===== src/rtl/adder_bist_driver.sv =====
// Stimulus/check engine for the 8-bit pin adder: drives operands, samples the sum, and logs mismatches.
// Optional feature macro: ADDER_BIST_LFSR_EN selects a 16-bit LFSR pattern source instead of the exhaustive sweep.
module adder_bist_driver #(
  parameter int          WIDTH         = 8,
  parameter int          NUM_VECTORS   = 65536,
  parameter int          SETTLE_CYCLES = 1,
  parameter logic [15:0] LFSR_SEED     = 16'hACE1
) (
  input  logic             clk,
  input  logic             rst_n,
  input  logic             start,
  output logic [WIDTH-1:0] op_a,
  output logic [WIDTH-1:0] op_b,
  input  logic [WIDTH-1:0] sum_in,
  output logic             busy,
  output logic             done,
  output logic             pass,
  output logic [7:0]       err_count,
  output logic [WIDTH-1:0] fail_a,
  output logic [WIDTH-1:0] fail_b,
  output logic [WIDTH-1:0] fail_sum
);

  localparam int             IDXW        = 2*WIDTH + 1;
  localparam logic [IDXW-1:0] LAST_IDX   = IDXW'(NUM_VECTORS - 1);
  localparam logic [7:0]     SETTLE_LOAD = 8'(SETTLE_CYCLES);

  // Elaboration-time guards on the parameter ranges.
  if (NUM_VECTORS < 1 || NUM_VECTORS > (1 << (2*WIDTH))) begin : g_bad_num_vectors
    $error("adder_bist_driver: NUM_VECTORS out of range");
  end
  if (SETTLE_CYCLES < 0 || SETTLE_CYCLES > 255) begin : g_bad_settle
    $error("adder_bist_driver: SETTLE_CYCLES out of range");
  end
  if (LFSR_SEED == 16'h0000) begin : g_bad_seed
    $error("adder_bist_driver: LFSR_SEED must be nonzero");
  end

  typedef enum logic [2:0] {
    S_IDLE,
    S_DRIVE,
    S_SETTLE,
    S_CHECK,
    S_DONE
  } state_t;

  state_t           state_q, state_d;
  logic [IDXW-1:0]  idx_q, idx_d;
  logic [7:0]       settle_q, settle_d;
  logic [WIDTH-1:0] op_a_q, op_a_d;
  logic [WIDTH-1:0] op_b_q, op_b_d;
  logic             busy_q, busy_d;
  logic             done_q, done_d;
  logic             pass_q, pass_d;
  logic [7:0]       err_q, err_d;
  logic [WIDTH-1:0] fail_a_q, fail_a_d;
  logic [WIDTH-1:0] fail_b_q, fail_b_d;
  logic [WIDTH-1:0] fail_sum_q, fail_sum_d;

  logic [IDXW-1:0]  idx_next;
  logic [WIDTH-1:0] expected;
  logic             mismatch;
  logic [7:0]       err_inc;
  logic [WIDTH-1:0] first_a, first_b, next_a, next_b;

`ifdef ADDER_BIST_LFSR_EN
  // Pattern source is a 16-bit Fibonacci LFSR; only meaningful for WIDTH=8.
  logic [15:0] lfsr_q, lfsr_d, lfsr_next;

  always_comb begin
    lfsr_next = {lfsr_q[14:0], lfsr_q[15] ^ lfsr_q[13] ^ lfsr_q[12] ^ lfsr_q[10]};
    first_a   = LFSR_SEED[WIDTH-1:0];
    first_b   = LFSR_SEED[2*WIDTH-1:WIDTH];
    next_a    = lfsr_next[WIDTH-1:0];
    next_b    = lfsr_next[2*WIDTH-1:WIDTH];
  end
`else
  always_comb begin
    first_a = '0;
    first_b = '0;
    next_a  = idx_next[WIDTH-1:0];
    next_b  = idx_next[2*WIDTH-1:WIDTH];
  end
`endif

  always_comb begin
    idx_next = idx_q + 1'b1;
    expected = op_a_q + op_b_q;
    mismatch = (sum_in != expected);
    err_inc  = err_q;
    if (mismatch && err_q != 8'hFF) begin
      err_inc = err_q + 8'd1;
    end
  end

  always_comb begin
    state_d    = state_q;
    idx_d      = idx_q;
    settle_d   = settle_q;
    op_a_d     = op_a_q;
    op_b_d     = op_b_q;
    busy_d     = busy_q;
    done_d     = done_q;
    pass_d     = pass_q;
    err_d      = err_q;
    fail_a_d   = fail_a_q;
    fail_b_d   = fail_b_q;
    fail_sum_d = fail_sum_q;
`ifdef ADDER_BIST_LFSR_EN
    lfsr_d     = lfsr_q;
`endif

    case (state_q)
      S_IDLE, S_DONE: begin
        // done is registered off the DONE state, so it rises one cycle after busy falls.
        if (state_q == S_DONE) begin
          done_d = 1'b1;
        end
        if (start) begin
          err_d      = '0;
          done_d     = 1'b0;
          pass_d     = 1'b0;
          fail_a_d   = '0;
          fail_b_d   = '0;
          fail_sum_d = '0;
          idx_d      = '0;
          op_a_d     = first_a;
          op_b_d     = first_b;
          busy_d     = 1'b1;
`ifdef ADDER_BIST_LFSR_EN
          lfsr_d     = LFSR_SEED;
`endif
          state_d    = S_DRIVE;
        end
      end

      S_DRIVE: begin
        settle_d = SETTLE_LOAD;
        state_d  = (SETTLE_CYCLES > 0) ? S_SETTLE : S_CHECK;
      end

      S_SETTLE: begin
        settle_d = settle_q - 8'd1;
        if (settle_q == 8'd1) begin
          state_d = S_CHECK;
        end
      end

      S_CHECK: begin
        err_d = err_inc;
        if (mismatch && err_q == 8'h00) begin
          fail_a_d   = op_a_q;
          fail_b_d   = op_b_q;
          fail_sum_d = sum_in;
        end
        if (idx_q == LAST_IDX) begin
          busy_d  = 1'b0;
          pass_d  = (err_inc == 8'h00);
          state_d = S_DONE;
        end else begin
          idx_d   = idx_next;
          op_a_d  = next_a;
          op_b_d  = next_b;
`ifdef ADDER_BIST_LFSR_EN
          lfsr_d  = lfsr_next;
`endif
          state_d = S_DRIVE;
        end
      end

      default: state_d = S_IDLE;
    endcase
  end

  always_ff @(posedge clk) begin
    if (!rst_n) begin
      state_q    <= S_IDLE;
      idx_q      <= '0;
      settle_q   <= '0;
      op_a_q     <= '0;
      op_b_q     <= '0;
      busy_q     <= 1'b0;
      done_q     <= 1'b0;
      pass_q     <= 1'b0;
      err_q      <= '0;
      fail_a_q   <= '0;
      fail_b_q   <= '0;
      fail_sum_q <= '0;
`ifdef ADDER_BIST_LFSR_EN
      lfsr_q     <= LFSR_SEED;
`endif
    end else begin
      state_q    <= state_d;
      idx_q      <= idx_d;
      settle_q   <= settle_d;
      op_a_q     <= op_a_d;
      op_b_q     <= op_b_d;
      busy_q     <= busy_d;
      done_q     <= done_d;
      pass_q     <= pass_d;
      err_q      <= err_d;
      fail_a_q   <= fail_a_d;
      fail_b_q   <= fail_b_d;
      fail_sum_q <= fail_sum_d;
`ifdef ADDER_BIST_LFSR_EN
      lfsr_q     <= lfsr_d;
`endif
    end
  end

  assign op_a      = op_a_q;
  assign op_b      = op_b_q;
  assign busy      = busy_q;
  assign done      = done_q;
  assign pass      = pass_q;
  assign err_count = err_q;
  assign fail_a    = fail_a_q;
  assign fail_b    = fail_b_q;
  assign fail_sum  = fail_sum_q;

endmodule


===== config.mk =====
export PLATFORM = sky130hd
export DESIGN_NAME = adder_bist_driver
export DESIGN_NICKNAME = d
export VERILOG_FILES = /design/src/rtl/adder_bist_driver.sv
export SDC_FILE = /design/constraint.sdc
export NUM_CORES = 1
export LEC_CHECK = 0
export CAP_MARGIN = 10
export CORE_MARGIN = 1
export CORE_UTILIZATION = 36
export DETAILED_ROUTE_END_ITERATION = 12
export PLACE_DENSITY_LB_ADDON = 0.25
export SETUP_SLACK_MARGIN = 0.5
export SLEW_MARGIN = 10
export SYNTH_ARGS = -nofsm -noshare
export SYNTH_HDL_FRONTEND = slang
export SYNTH_SLANG_ARGS = --single-unit

===== constraint.sdc =====
create_clock -name clk -period 3.2 [get_ports clk]
set_input_delay 0.32 -clock clk [delete_from_list [all_inputs] [get_ports clk]]
set_output_delay 0.32 -clock clk [all_outputs]
set_load 0.01 [all_outputs]

==> reports/qor.yml <==
outcome:
  outcome: "completed"
global_routing:
  antenna_found_initial: 0
  grt_use_total_pct: 19.0
  grt_max_degree: 21
  grt_pass1_wl_mm: 13.2
  grt_pass1_vias: 2648
  grt_overflow: 0
worst_setup_path:
  cp.required_ns: 3.48
  start_kind: "register"
  r2r_cells: 11
  crit_family: "compound AO/OA/AOI/OAI gates"
  end_kind: "register"
  worst-setup-path-type: "register to register"
  cp_cell_sequence: "ha_4 -> fa_2 -> a211o_1 -> a31o_1 -> a21oi_2 -> xnor2_2 -> nor4_4 -> buf_6 -> or3_1 -> a221o_1 -> o21ai_1"
  crit_buf_inv: 1
  crit_end: "pass"
  worstReg2RegEnd: "pass"
  reg2reg_slack_ns: 0.43
  crit_start: "idx_q[8]"
  critPathMaxFanout: 7
  cp.arrival_ns: 3.05
  cp_slowest_stage_delay_ns: 0.37
  r2r-start: "idx_q[8]"
  crit_slowest_cell: "or3_1"
  path_depth: 11
layout:
  drive_above_1_share_pct: 17.2
  antenna_cells: 0
  multi_input_area_mm2: 0.00176
  mostFrequentLayoutCells: "clkdlybuf4s50_1 (61), dfxtp_1 (57), nor2_1 (35)"
  fin_nets: 444
  fin_util_pct: 51.1
  syn2layout_area_growth_pct: 35.6
  final_common_cell: "clkdlybuf4s50_1"
  regArea_mm2: 0.00127
  fillers: 792
timing:
  finalCriticalPeriod_ns: 2.77
  setup-tns-final_ns: 0
  setup_viol: 0
  rsz0062_at_grt: "yes"
  fin_ws_ns: 0.432
  post-route-period-util_pct: 86.5
  fin_skew_ns: 0.0128
  slew_headroom_pct: 63.1
  tightestPinTransition_ns: 0.552
  clock.fmax_ghz: 0.361
  drv_slew: 0
  finalHoldViolCount: 0
die:
  chipHeight_um: 95.5
  die_w_um: 95.5
  initial_utilization_pct: 37.7
  io_pins: 62
  dieArea_mm2: 0.00912
  num_rows: 33
  design.core.area_mm2: 0.00834
flow_run:
  maxCapViolations: 0
power:
  vdd.ir_drop.worst_mv: 0.256
  p_leak_nw: 1.58
  pwr_density_cell_mw_per_mm2: 401
synthesis:
  synth.area.top_cells: "dfxtp_1 (40%), a22o_1 (6.7%), ha_1 (5.2%), buf_4 (4.5%), nor2_1 (4.3%)"
  post_synth.cell_area_avg_um2: 8.96
  syn_inst: 351
  synth_edf_count: 0
  ys_seq_area_share_pct: 40.1
  syn_area_mm2: 0.00315
  ys_warn_count: 0
  ys_seq_elements: 63
  syn_nets: 376
  yosysTopAreaCell: "dfxtp_1"
  synth_top_area_share_pct: 40.1
  ys.flop_type: "dfxtp_1"
  synth.distinct_cells: 52
  async_flop_share_pct: 0
drt:
  wirelength_mm: 8.08
  firstDrtPassIters: 4
  drtIter0Drc: 72
  drc: 0
  vias: 2774
  wl_per_cell_um: 15.3
  vias_per_cell: 5.24
  final_antenna_net_count: 0
clock_tree:
  cts.htree.levels: 3
  numCtsBuffers: 9
  clk_pin_slew_worst_paths_ns: 0.07
  ctsRootBufferMaster: "clkbuf_8"
  cts_sinks: 63
  cts_tree: "yes"
  cts.path.max_buffers: 2
  clock_latency_ns: 0.35
hold_path:
  min_path_type: "register to register"
placement:
  dpl.hpwl_mm: 5.39
  gp_congestion: 0.816
  pre_cts_ws_ns: 0.246
  io_buffer_count: 61
cell usage after synthesis, types with 2 or more instances:
cell,number
dfxtp_1,63
nor2_1,36
a22o_1,24
nand2_1,22
buf_4,19
nand3_1,19
a21oi_1,17
xor2_1,14
ha_1,13
xnor2_1,13
clkbuf_1,11
inv_1,10
nor3_1,8
nor4_1,7
or3_1,7
nand4_1,6
and3_1,5
o21ai_0,5
a31oi_1,4
nand3b_1,3
o21a_1,3
o21ai_1,3
a211oi_1,2
buf_2,2
mux2i_1,2
nand4b_1,2
o211ai_1,2
o21bai_1,2
o22ai_1,2
o311ai_0,2
or4_1,2
area by class of cell:
type	instances	share of cell area, %
inverters	10	0.880
clock buffers	10	2.99
repair buffers	89	20.4
clock inverters	6	1.44
flip-flops and latches	63	29.9
multi-input cells	246	41.3
well taps	105	3.08
timing repair:
| item | 4_1_cts | 5_1_grt |
|---|---|---|
| hold buffers | 0 | 0 |
| pin swaps | 9 | 12 |
| gates cloned | 2 | 0 |
| resized for setup | 14 | 18 |
| buffers inserted | 9 | 7 |
| setup endpoints to repair | 28 | 44 |
| endpoints found under the hold margin | 0 | 0 |
worst min-delay path by stage:
| stage | start | slack [ns] | end | cells past startpoint |
|---|---|---|---|---|
| after floorplan | sum_in[4] | 0.45 | fail_sum[4] | 1 |
| after global placement | busy | 0.45 | busy | 2 |
| after detailed placement | busy | 0.45 | busy | 2 |
| after CTS | busy | 0.47 | busy | 2 |
| after global routing | fail_b[7] | 0.49 | fail_b[7] | 1 |
| final | busy | 0.46 | busy | 2 |
cells by family (layout without fill, tap and decap cells):
group	count (synthesis)	in the layout	share of synthesized area [%]
AO/OA/AOI/OAI	75	75	17.3
XOR/XNOR	27	27	7.52
AND/OR/NAND/NOR	127	127	20.9
multiplexers	3	3	0.994
buffers and inverters	42	115	7.36
flip-flops	63	63	40.1
adder cells (fa/ha/maj)	14	14	5.81
per-layer routing:
layer / GRT usage [%] / wire (um) / up-vias
met1: 24.3 / 3780 / 1298
met3: 4.78 / 418 / 14
li1: - / - / 1393
met5: 0 / 0 / -
met2: 30.2 / 3700 / 69
met4: 8.08 / 183 / 0
metrics by stage:
stage / instances / power (mW) / area [um2] / hold WS, ns
floorplan: 351 / 0.970 / 3180 / 0.445
global placement: 495 / 1.03 / 3820 / 0.453
detailed placement: 495 / 1.03 / 3820 / 0.454
CTS: 522 / 1.72 / 4150 / 0.467
global route: 529 / 1.79 / 4270 / 0.495
finish: 529 / 1.71 / 4270 / 0.463
worst reg2reg max path, delay by kind of cell (launching register included):
family	cells	cell delay, ns
DFF	1	0.36
AOI/OAI and AO/OA	5	1.11
buffers and inverters	1	0.15
xor gates and xnor gates	1	0.15
and+or+nand+nor	2	0.42
adders and majority gates	2	0.52
sequential cells by signal (all words and copies together) (netlist names):
| signal | count |
|---|---|
| idx_q | 17 |
| err_count | 8 |
| fail_a | 8 |
| fail_b | 8 |
| fail_sum | 8 |
| settle_q | 8 |
| state_q | 3 |
| busy | 1 |
| done | 1 |
| pass | 1 |
power by group:
group          leakage (nW)  switching [mW]  internal (mW)  total (mW)
clock                0.0960           0.324          0.357       0.681
combinational         0.970           0.116         0.0865       0.203
sequential            0.512          0.0201          0.805       0.825
Note: power is estimated with default switching activity, not from simulation.
